## src/rtl/titan_bus_pkg.sv

```systemverilog
// -----------------------------------------------------------------------------
// titan_bus_pkg
// Shared definitions for the command-frame path that sits between the SPI byte
// interface and the instruction decoder.
//   - frame geometry (byte count, field widths, byte offsets of each field)
//   - collector state encoding
//   - decoded frame struct and a helper that splits a raw frame into fields
// -----------------------------------------------------------------------------
package titan_bus_pkg;

    localparam int FRAME_BYTES = 8;
    localparam int FRAME_W     = FRAME_BYTES * 8;
    localparam int IDX_W       = 3;

    localparam int INSTR_W = 8;
    localparam int ADDR_W  = 24;
    localparam int VALUE_W = 32;

    // Byte offset of each field within a frame (byte 0 arrives first).
    localparam int INSTR_OFS = 0;
    localparam int ADDR_OFS  = 1;
    localparam int VALUE_OFS = 4;

    typedef enum logic {
        ST_IDLE    = 1'b0,
        ST_COLLECT = 1'b1
    } collect_state_e;

    typedef struct packed {
        logic [INSTR_W-1:0] instruction;
        logic [ADDR_W-1:0]  address;
        logic [VALUE_W-1:0] value;
    } cmd_frame_t;

    // The first received byte ends up in the top byte of the raw frame, so
    // byte k lives at raw[FRAME_W-1-8k -: 8]; multi-byte fields are MSB first.
    function automatic cmd_frame_t unpack_frame(input logic [FRAME_W-1:0] raw);
        cmd_frame_t f;
        f.instruction = raw[FRAME_W-1-8*INSTR_OFS -: INSTR_W];
        f.address     = raw[FRAME_W-1-8*ADDR_OFS  -: ADDR_W];
        f.value       = raw[FRAME_W-1-8*VALUE_OFS -: VALUE_W];
        return f;
    endfunction

endpackage

```

## src/rtl/frame_timeout_counter.sv

```systemverilog
// -----------------------------------------------------------------------------
// frame_timeout_counter
// Counts idle cycles between bytes of a frame and flags expiry.
//   clk_i       system clock
//   rst_n       synchronous active-low reset
//   clr_i       restart the count (a byte was accepted); wins over expiry
//   en_i        count this cycle (collector is mid-frame)
//   expiring_o  combinational: the count reaches TIMEOUT_CYCLES on this edge
//   expired_o   registered one-cycle pulse, the cycle after expiry
// TIMEOUT_CYCLES = 0 disables the counter entirely.
// -----------------------------------------------------------------------------
module frame_timeout_counter #(
    parameter int unsigned TIMEOUT_CYCLES = 1024
) (
    input  logic clk_i,
    input  logic rst_n,
    input  logic clr_i,
    input  logic en_i,
    output logic expiring_o,
    output logic expired_o
);

    localparam int unsigned CNT_W = (TIMEOUT_CYCLES > 1) ? $clog2(TIMEOUT_CYCLES) : 1;
    localparam logic [CNT_W-1:0] LAST =
        (TIMEOUT_CYCLES == 0) ? '0 : CNT_W'(TIMEOUT_CYCLES - 1);
    localparam logic ACTIVE = (TIMEOUT_CYCLES != 0);

    logic [CNT_W-1:0] cnt_q, cnt_d;
    logic             expired_q;

    // The counter holds 0..TIMEOUT_CYCLES-1; the step from LAST is the edge on
    // which the idle count reaches TIMEOUT_CYCLES.
    always_comb begin
        expiring_o = ACTIVE && en_i && !clr_i && (cnt_q == LAST);
    end

    always_comb begin
        cnt_d = cnt_q + 1'b1;
        if (!en_i || clr_i || expiring_o) begin
            cnt_d = '0;
        end
    end

    always_ff @(posedge clk_i) begin
        if (!rst_n) begin
            cnt_q     <= '0;
            expired_q <= 1'b0;
        end else begin
            cnt_q     <= cnt_d;
            expired_q <= expiring_o;
        end
    end

    assign expired_o = expired_q;

endmodule

```

## src/rtl/cmd_frame_assembler.sv

```systemverilog
// -----------------------------------------------------------------------------
// cmd_frame_assembler
// Packs the SPI byte stream into 8-byte command frames (opcode, 24-bit address,
// 32-bit value) and hands them to the instruction stage.
//   clk_i, rst_n        clock, synchronous active-low reset
//   spi_ss_i            slave select, active low; high resets the partial frame
//   spi_rx_valid_i      one-cycle strobe for spi_rx_byte_i
//   spi_rx_byte_i       received byte
//   frame_valid_o       holding register contains an unconsumed frame
//   frame_ready_i       consumer accepts the frame
//   instruction_o       frame byte 0
//   address_o           frame bytes 1..3, MSB first
//   value_o             frame bytes 4..7, MSB first
//   byte_index_o        bytes of the in-progress frame received so far
//   timeout_o           one-cycle pulse: partial frame discarded by timeout
//   overflow_o          sticky: a completed frame was dropped
//   overflow_clr_i      clears overflow_o (a same-cycle drop wins)
//
// Handshake: a frame transfers on every rising edge where frame_valid_o and
// frame_ready_i are both high. While frame_valid_o is high and not yet
// accepted, instruction_o/address_o/value_o do not change. A frame completing
// on the same edge as a transfer loads directly, so valid stays high.
// -----------------------------------------------------------------------------
module cmd_frame_assembler
    import titan_bus_pkg::*;
#(
    parameter int unsigned TIMEOUT_CYCLES = 1024
) (
    input  logic               clk_i,
    input  logic               rst_n,
    input  logic               spi_ss_i,
    input  logic               spi_rx_valid_i,
    input  logic [7:0]         spi_rx_byte_i,
    output logic               frame_valid_o,
    input  logic               frame_ready_i,
    output logic [INSTR_W-1:0] instruction_o,
    output logic [ADDR_W-1:0]  address_o,
    output logic [VALUE_W-1:0] value_o,
    output logic [IDX_W-1:0]   byte_index_o,
    output logic               timeout_o,
    output logic               overflow_o,
    input  logic               overflow_clr_i
);

    // Only the seven earlier bytes need storing: the eighth is taken straight
    // from the input when the frame completes.
    localparam int SHIFT_W = FRAME_W - 8;

    collect_state_e       state_q, state_d;
    logic [IDX_W-1:0]     index_q, index_d;
    logic [SHIFT_W-1:0]   shift_q;
    cmd_frame_t           frame_q;
    logic                 valid_q, valid_d;
    logic                 overflow_q, overflow_d;

    logic                 byte_accept;
    logic                 last_byte;
    logic                 transfer;
    logic                 load_frame;
    logic                 drop_frame;
    logic                 cnt_en;
    logic                 expiring;
    logic                 expired;
    logic [FRAME_W-1:0]   assembled;

    assign byte_accept = spi_rx_valid_i && !spi_ss_i;
    assign last_byte   = byte_accept && (index_q == IDX_W'(FRAME_BYTES - 1));
    assign transfer    = valid_q && frame_ready_i;
    assign assembled   = {shift_q, spi_rx_byte_i};

    // ---------------- collector FSM: state register ----------------
    always_ff @(posedge clk_i) begin
        if (!rst_n) begin
            state_q <= ST_IDLE;
        end else begin
            state_q <= state_d;
        end
    end

    // ---------------- collector FSM: next state ----------------
    always_comb begin
        state_d = state_q;
        case (state_q)
            ST_IDLE: begin
                if (byte_accept) begin
                    state_d = ST_COLLECT;
                end
            end
            ST_COLLECT: begin
                if (spi_ss_i || last_byte || expiring) begin
                    state_d = ST_IDLE;
                end
            end
            default: state_d = ST_IDLE;
        endcase
    end

    // ---------------- collector FSM: outputs ----------------
    // The idle counter only runs mid-frame; SS high restarts the frame anyway.
    always_comb begin
        cnt_en = 1'b0;
        if (state_q == ST_COLLECT && !spi_ss_i) begin
            cnt_en = 1'b1;
        end
    end

    frame_timeout_counter #(
        .TIMEOUT_CYCLES (TIMEOUT_CYCLES)
    ) u_timeout (
        .clk_i      (clk_i),
        .rst_n      (rst_n),
        .clr_i      (byte_accept),
        .en_i       (cnt_en),
        .expiring_o (expiring),
        .expired_o  (expired)
    );

    // ---------------- byte index ----------------
    always_comb begin
        index_d = index_q;
        if (spi_ss_i || expiring || last_byte) begin
            index_d = '0;
        end else if (byte_accept) begin
            index_d = index_q + 1'b1;
        end
    end

    // ---------------- holding register / overflow ----------------
    assign load_frame = last_byte && (!valid_q || transfer);
    assign drop_frame = last_byte && valid_q && !frame_ready_i;

    always_comb begin
        valid_d = valid_q;
        if (load_frame) begin
            valid_d = 1'b1;
        end else if (transfer) begin
            valid_d = 1'b0;
        end
    end

    always_comb begin
        overflow_d = overflow_q;
        if (drop_frame) begin
            overflow_d = 1'b1;
        end else if (overflow_clr_i) begin
            overflow_d = 1'b0;
        end
    end

    always_ff @(posedge clk_i) begin
        if (!rst_n) begin
            index_q    <= '0;
            shift_q    <= '0;
            frame_q    <= '0;
            valid_q    <= 1'b0;
            overflow_q <= 1'b0;
        end else begin
            index_q    <= index_d;
            valid_q    <= valid_d;
            overflow_q <= overflow_d;
            if (byte_accept) begin
                shift_q <= {shift_q[SHIFT_W-9:0], spi_rx_byte_i};
            end
            if (load_frame) begin
                frame_q <= unpack_frame(assembled);
            end
        end
    end

    assign frame_valid_o = valid_q;
    assign instruction_o = frame_q.instruction;
    assign address_o     = frame_q.address;
    assign value_o       = frame_q.value;
    assign byte_index_o  = index_q;
    assign timeout_o     = expired;
    assign overflow_o    = overflow_q;

endmodule

```

## config.mk

```make
export PLATFORM = sky130hd
export DESIGN_NAME = cmd_frame_assembler
export DESIGN_NICKNAME = d
export VERILOG_FILES = /design/src/rtl/titan_bus_pkg.sv /design/src/rtl/frame_timeout_counter.sv /design/src/rtl/cmd_frame_assembler.sv
export SDC_FILE = /design/constraint.sdc
export NUM_CORES = 1
export LEC_CHECK = 0
export BUFFER_PORTS_ARGS = -buffer_cell sky130_fd_sc_hd__buf_2
export CAP_MARGIN = 20
export CELL_PAD_IN_SITES_DETAIL_PLACEMENT = 1
export CELL_PAD_IN_SITES_GLOBAL_PLACEMENT = 2
export CORE_MARGIN = 1.5
export CORE_UTILIZATION = 30
export CTS_CLUSTER_DIAMETER = 50
export CTS_CLUSTER_SIZE = 10
export DETAILED_ROUTE_END_ITERATION = 6
export MAX_ROUTING_LAYER = met4
export PLACE_DENSITY = 0.76
export SKIP_LAST_GASP = 1
export SLEW_MARGIN = 40
export SYNTH_ARGS = -nofsm -noshare
export SYNTH_HDL_FRONTEND = slang
export SYNTH_SLANG_ARGS = --single-unit
```

## constraint.sdc

```tcl
create_clock -name clk_i -period 1.5 [get_ports clk_i]
set_clock_uncertainty 0.15 [all_clocks]
set_input_delay 0.075 -clock clk_i [delete_from_list [all_inputs] [get_ports clk_i]]
set_output_delay 0.075 -clock clk_i [all_outputs]
set_load 0.05 [all_outputs]
```

* Word level (Yosys, flattened, before mapping) *
Index checks and enable logic that the tools add are counted.

storage, ports and cells
  register bits = 137
  output and inout port bits = 70

cells by class
  add/subtract/negate cells = 2
  eq/ne operators = 2
  mux-type cells = 8
  bitwise operators = 2
  reductions and logical operators = 25

operator list
  operator                                                         number
  10-bit by 1-bit adder with 10-bit output, second input constant  1
  10-bit equality test, second input constant                      1
  1-bit logical AND                                                9
  1-bit logical OR                                                 7
  1-bit two-way mux                                                7
  1-bit zero test                                                  5
  2-bit nonzero test                                               2
  2-bit OR reduction                                               2
  3-bit by 1-bit adder with 3-bit output, second input constant    1
  3-bit equality test, second input constant                       1
  1-bit NOT                                                        2
  1-bit one-hot mux with 2 select lines                            1

* Logic depth before layout (Yosys ltp) *
  depth in word-level cells = 8
  gate-level depth with buffers = 7

* Modules after synthesis *
From an unflattened synthesis, not the netlist that was laid out.

unflattened totals
  cell total of the unflattened synthesis = 603
  area total of the unflattened synthesis = 5487.8 µm²

modules (own cells, without submodules)
  module                 instances  cells each  area an instance (µm²)  sequential area each (µm²)
  cmd_frame_assembler    1          551         5017.3                  2522.4
  frame_timeout_counter  1          52          470.5                   220.2

* Worst setup path before layout *
No wires, ideal clock.

  kind = register to register
  start = register index_q[0], in the netlist byte_index_o[0]
  end = register frame_q (netlist bit address_o[0])
  arrival time = 1685 ps
  slack = -405 ps
  cell stages (with the launch flop) = 8
  buffers on the path = 2
  clock period less this slack = 1905 ps
  cell sequence = dfxtp_1 ha_1 ha_1 and3_4 buf_12 buf_6 nand2_1 a21boi_1

between the ends
  word-level cells in the longest chain between the ends = 3

ends and longest elaborated chain
  what                    line                        RTL
  from (decl)             cmd_frame_assembler.sv:50   logic [IDX_W-1:0] index_q, index_d;
  from (signal assigned)  cmd_frame_assembler.sv:158  index_q <= index_d;
  3-bit equality test     cmd_frame_assembler.sv:67   assign last_byte = byte_accept && (index_q == IDX_W'(FRAME_BYTES - 1));
  1-bit logical AND       cmd_frame_assembler.sv:67
  1-bit logical AND       cmd_frame_assembler.sv:129  assign load_frame = last_byte && (!valid_q || transfer);
  to (signal assigned)    cmd_frame_assembler.sv:165  frame_q <= unpack_frame(assembled);
  to (decl)               cmd_frame_assembler.sv:52   cmd_frame_t frame_q;

No other way between the ends.
A chain may end at the register's enable or synchronous reset.

* Worst setup path in the final report *
  start = register index_q[1], in the netlist byte_index_o[1]
  end = register frame_q (netlist bit value_o[15])

The elaborated chain is that of the path after synthesis.

==> impl_metrics.py <==
metrics = {
    "critical_path": {
        "critPathLaunchType": "flip-flop",
        "critical-path-top-delay-family": "flip-flops",
        "cp_max_fo": 7,
        "critPathKind": "flip-flop to flip-flop",
        "critPathArrivalTime_ns": 1.73,
        "cp.buffers_inverters": 1,
        "slowest_stage": "dfxtp_4",
        "cp_slowest_stage_delay_ns": 0.36,
        "cp_cell_sequence": "ha_4 -> ha_4 -> and3_4 -> clkbuf_16 -> nand2_1 -> a21boi_1",
        "crit_top_cell": "ha_4",
        "crit_required_ns": 1.70,
        "end_kind": "flip-flop",
    },
    "grt": {
        "grt_max_degree": 123,
        "grt_pass1_vias": 4404,
        "overflow": 0,
        "antenna_found_initial": 0,
        "grt_pass1_wl_um": 21800,
        "grtUsageTotal": 0.159,
    },
    "logic_synthesis": {
        "yosys-top-cells-area": "dfxtp_1 (53%), nand2_1 (18%), a21boi_0 (8.8%)",
        "synth.most_common_cell": "nand2_1",
        "synth_top_area_frac": 0.530,
        "synth_commonest_cells": "nand2_1 (254), dfxtp_1 (137), a21boi_0 (61)",
        "syn_area_per_cell_um2": 8.57,
        "ys_ff_latch": 137,
        "ys_seq_area_frac": 0.530,
        "synth_nets": 621,
        "yosys_warnings": 0,
        "postSynthCellCount": 604,
        "synth_edf_count": 0,
        "yosys.area.top_type": "dfxtp_1",
        "ys_async_sr_fraction": 0,
        "synth_cell_types": 31,
        "ys.flop_type": "dfxtp_1",
        "syn_area_mm2": 0.00517,
    },
    "timing": {
        "slew_viol_final": 0,
        "rsz0062_at_grt": "yes",
        "setup_slack_ns": -0.0273,
        "fin_crit_ns": 1.53,
        "hold_viol": 0,
        "finalCritPeriodShare": 1.02,
        "holdWs_ns": 0.199,
        "final.setup.tns_ns": -0.241,
        "setup_violations": 22,
        "max_slew_margin": 0.698,
        "tightest_slew_ns": 0.454,
        "fmax_mhz": 655,
    },
    "detailed_routing": {
        "wl_per_cell_um": 15.1,
        "viasPerCell": 4.58,
        "drc": 0,
        "wl_um": 14100,
        "drt_iter0_markers": 166,
        "dr_total_vias": 4291,
        "first_pass_iters": 4,
        "ant_nets": 0,
    },
    "pwr": {
        "switching_share": 0.206,
        "power_mw": 8.14,
        "power_frac_comb": 0.031,
        "peakVddDrop_mv": 0.731,
        "p_int_mw": 6.47,
        "power_frac_clock": 0.518,
        "switchingPower_mw": 1.68,
        "seqPwrFrac": 0.451,
        "power_density_mw_per_mm2": 1160,
        "p_leak_nw": 2.89,
    },
    "floorplan": {
        "die_y_um": 134,
        "io-pin-count": 84,
        "fp.coreArea_mm2": 0.0167,
        "initial_core_util": 0.310,
        "die_area_mm2": 0.0180,
        "die_w_um": 134,
        "rows": 47,
    },
    "cts": {
        "clock_path_buffers": 2,
        "clock_sinks": 137,
        "root_buffer": "clkbuf_16",
        "clock_latency_ns": 0.42,
        "cts_max_level": 4,
        "numCtsBuffers": 17,
        "cts_tree": "built",
        "clk_pin_slew_ns": 0.06,
    },
    "placed_design": {
        "hpwl_um": 8700,
        "dp.cells": 884,
        "post_dp_cell_area_mm2": 0.00588,
        "io_buffer_count": 83,
        "preCtsSetupSlack_ns": -0.00683,
        "gp_congestion": 0.741,
    },
    "layout": {
        "drive_above_1_share": 0.288,
        "diodes": 0,
        "design_area_mm2": 0.00703,
        "synthToLayoutAreaGrowth_pct": 35.9,
        "final_cells": 936,
        "final_util": 0.421,
        "fin_nets": 720,
    },
    "outcome": {
        "status": "finished, violations left",
        "violations": "setup timing",
    },
    "job": {
        "maxCapViolations": 0,
    },
    "worst_hold_path": {
        "worstHoldPathType": "primary input to flip-flop",
    },
}
[cells in the final DEF, fill, tap and decap left out, types with 5 or more instances in the layout]
| master | synthesis | final |
|---|---|---|
| xor2_1 | 5 | 5 |
| a21boi_2 | 0 | 22 |
| a21boi_1 | 60 | 42 |
| dfxtp_2 | 0 | 5 |
| nand2_4 | 0 | 22 |
| nand2_2 | 0 | 8 |
| dlygate4sd3_1 | 0 | 13 |
| clkbuf_16 | 0 | 21 |
| clkinv_2 | 0 | 6 |
| clkbuf_8 | 0 | 6 |
| buf_2 | 13 | 83 |
| nand2_1 | 254 | 224 |
| nand3_1 | 9 | 7 |
| dfxtp_1 | 137 | 130 |
| a21boi_0 | 61 | 57 |
| buf_4 | 1 | 8 |
| buf_12 | 1 | 7 |
| nor2_1 | 10 | 10 |
[registers in the layout, summed over array words and instances, names as in the netlist, 3 cells and up]
signal / flops
shift_q: 56
value_o: 32
address_o: 24
u_timeout.cnt_q: 10
instruction_o: 8
byte_index_o: 3
[cell families after synthesis]
| family | share of synthesized area |
|---|---|
| AND/OR/NAND/NOR | 0.221 |
| flip-flops | 0.530 |
| AO/OA/AOI/OAI | 0.183 |
| buffers and inverters | 0.0469 |
| XOR/XNOR | 0.0118 |
| adder cells (fa/ha/maj) | 0.00725 |
[worst min-delay path, delay by kind of cell]
family	cells	cell delay, ns
compound gates	1	0.05
buf+inv	2	0.31
simple gates	2	0.29
[layer usage]
metal	vias to the layer above	GRT usage	routed length, um
met5	-	-	0
met4	0	0.0663	235
met3	21	0.0389	515
met2	72	0.262	6880
met1	2036	0.186	6520
li1	2162	-	-
[power groups by stage]
stage                     logic [mW]  registers [mW]  clock network (mW)
final                          0.255            3.67                4.21
after detailed placement       0.224            3.75                   0
after global placement         0.221            3.75                   0
after global routing           0.279            3.67                4.46
after CTS                      0.250            3.67                4.30
after floorplan                0.141            3.75                   0
[final timing paths]
| check | startpoint | to | slack [ns] | cells after the start |
|---|---|---|---|---|
| max | byte_index_o[1]$_SDFFE_PP0P_ | value_o[15]$_SDFFE_PN0P_ | -0.03 | 6 |
| min | spi_ss_i | byte_index_o[1]$_SDFFE_PP0P_ | 0.20 | 5 |
| max reg2reg | byte_index_o[1]$_SDFFE_PP0P_ | value_o[15]$_SDFFE_PN0P_ | -0.03 | 6 |
| min reg2reg | address_o[9]$_SDFFE_PN0P_ | address_o[9]$_SDFFE_PN0P_ | 0.30 | 2 |
[area by class of cell]
cell class	instances	area, um^2
inverters	2	7.51
clock buffers	24	512
flip-flops and latches	137	2760
multi-input cells	427	2510
clock inverters	8	90.1
repair buffers	118	880
fillers	1956	9670
well taps	220	275
[timing repair]
action,in CTS,in global routing
hold buffers,13,0
gates resized for setup,0,87
buffers inserted,0,0
pin swaps,0,46
cloned,0,7
setup endpoints to repair,4,72
endpoints found under the hold margin,24,0
Power figures use the tool's default switching activity.
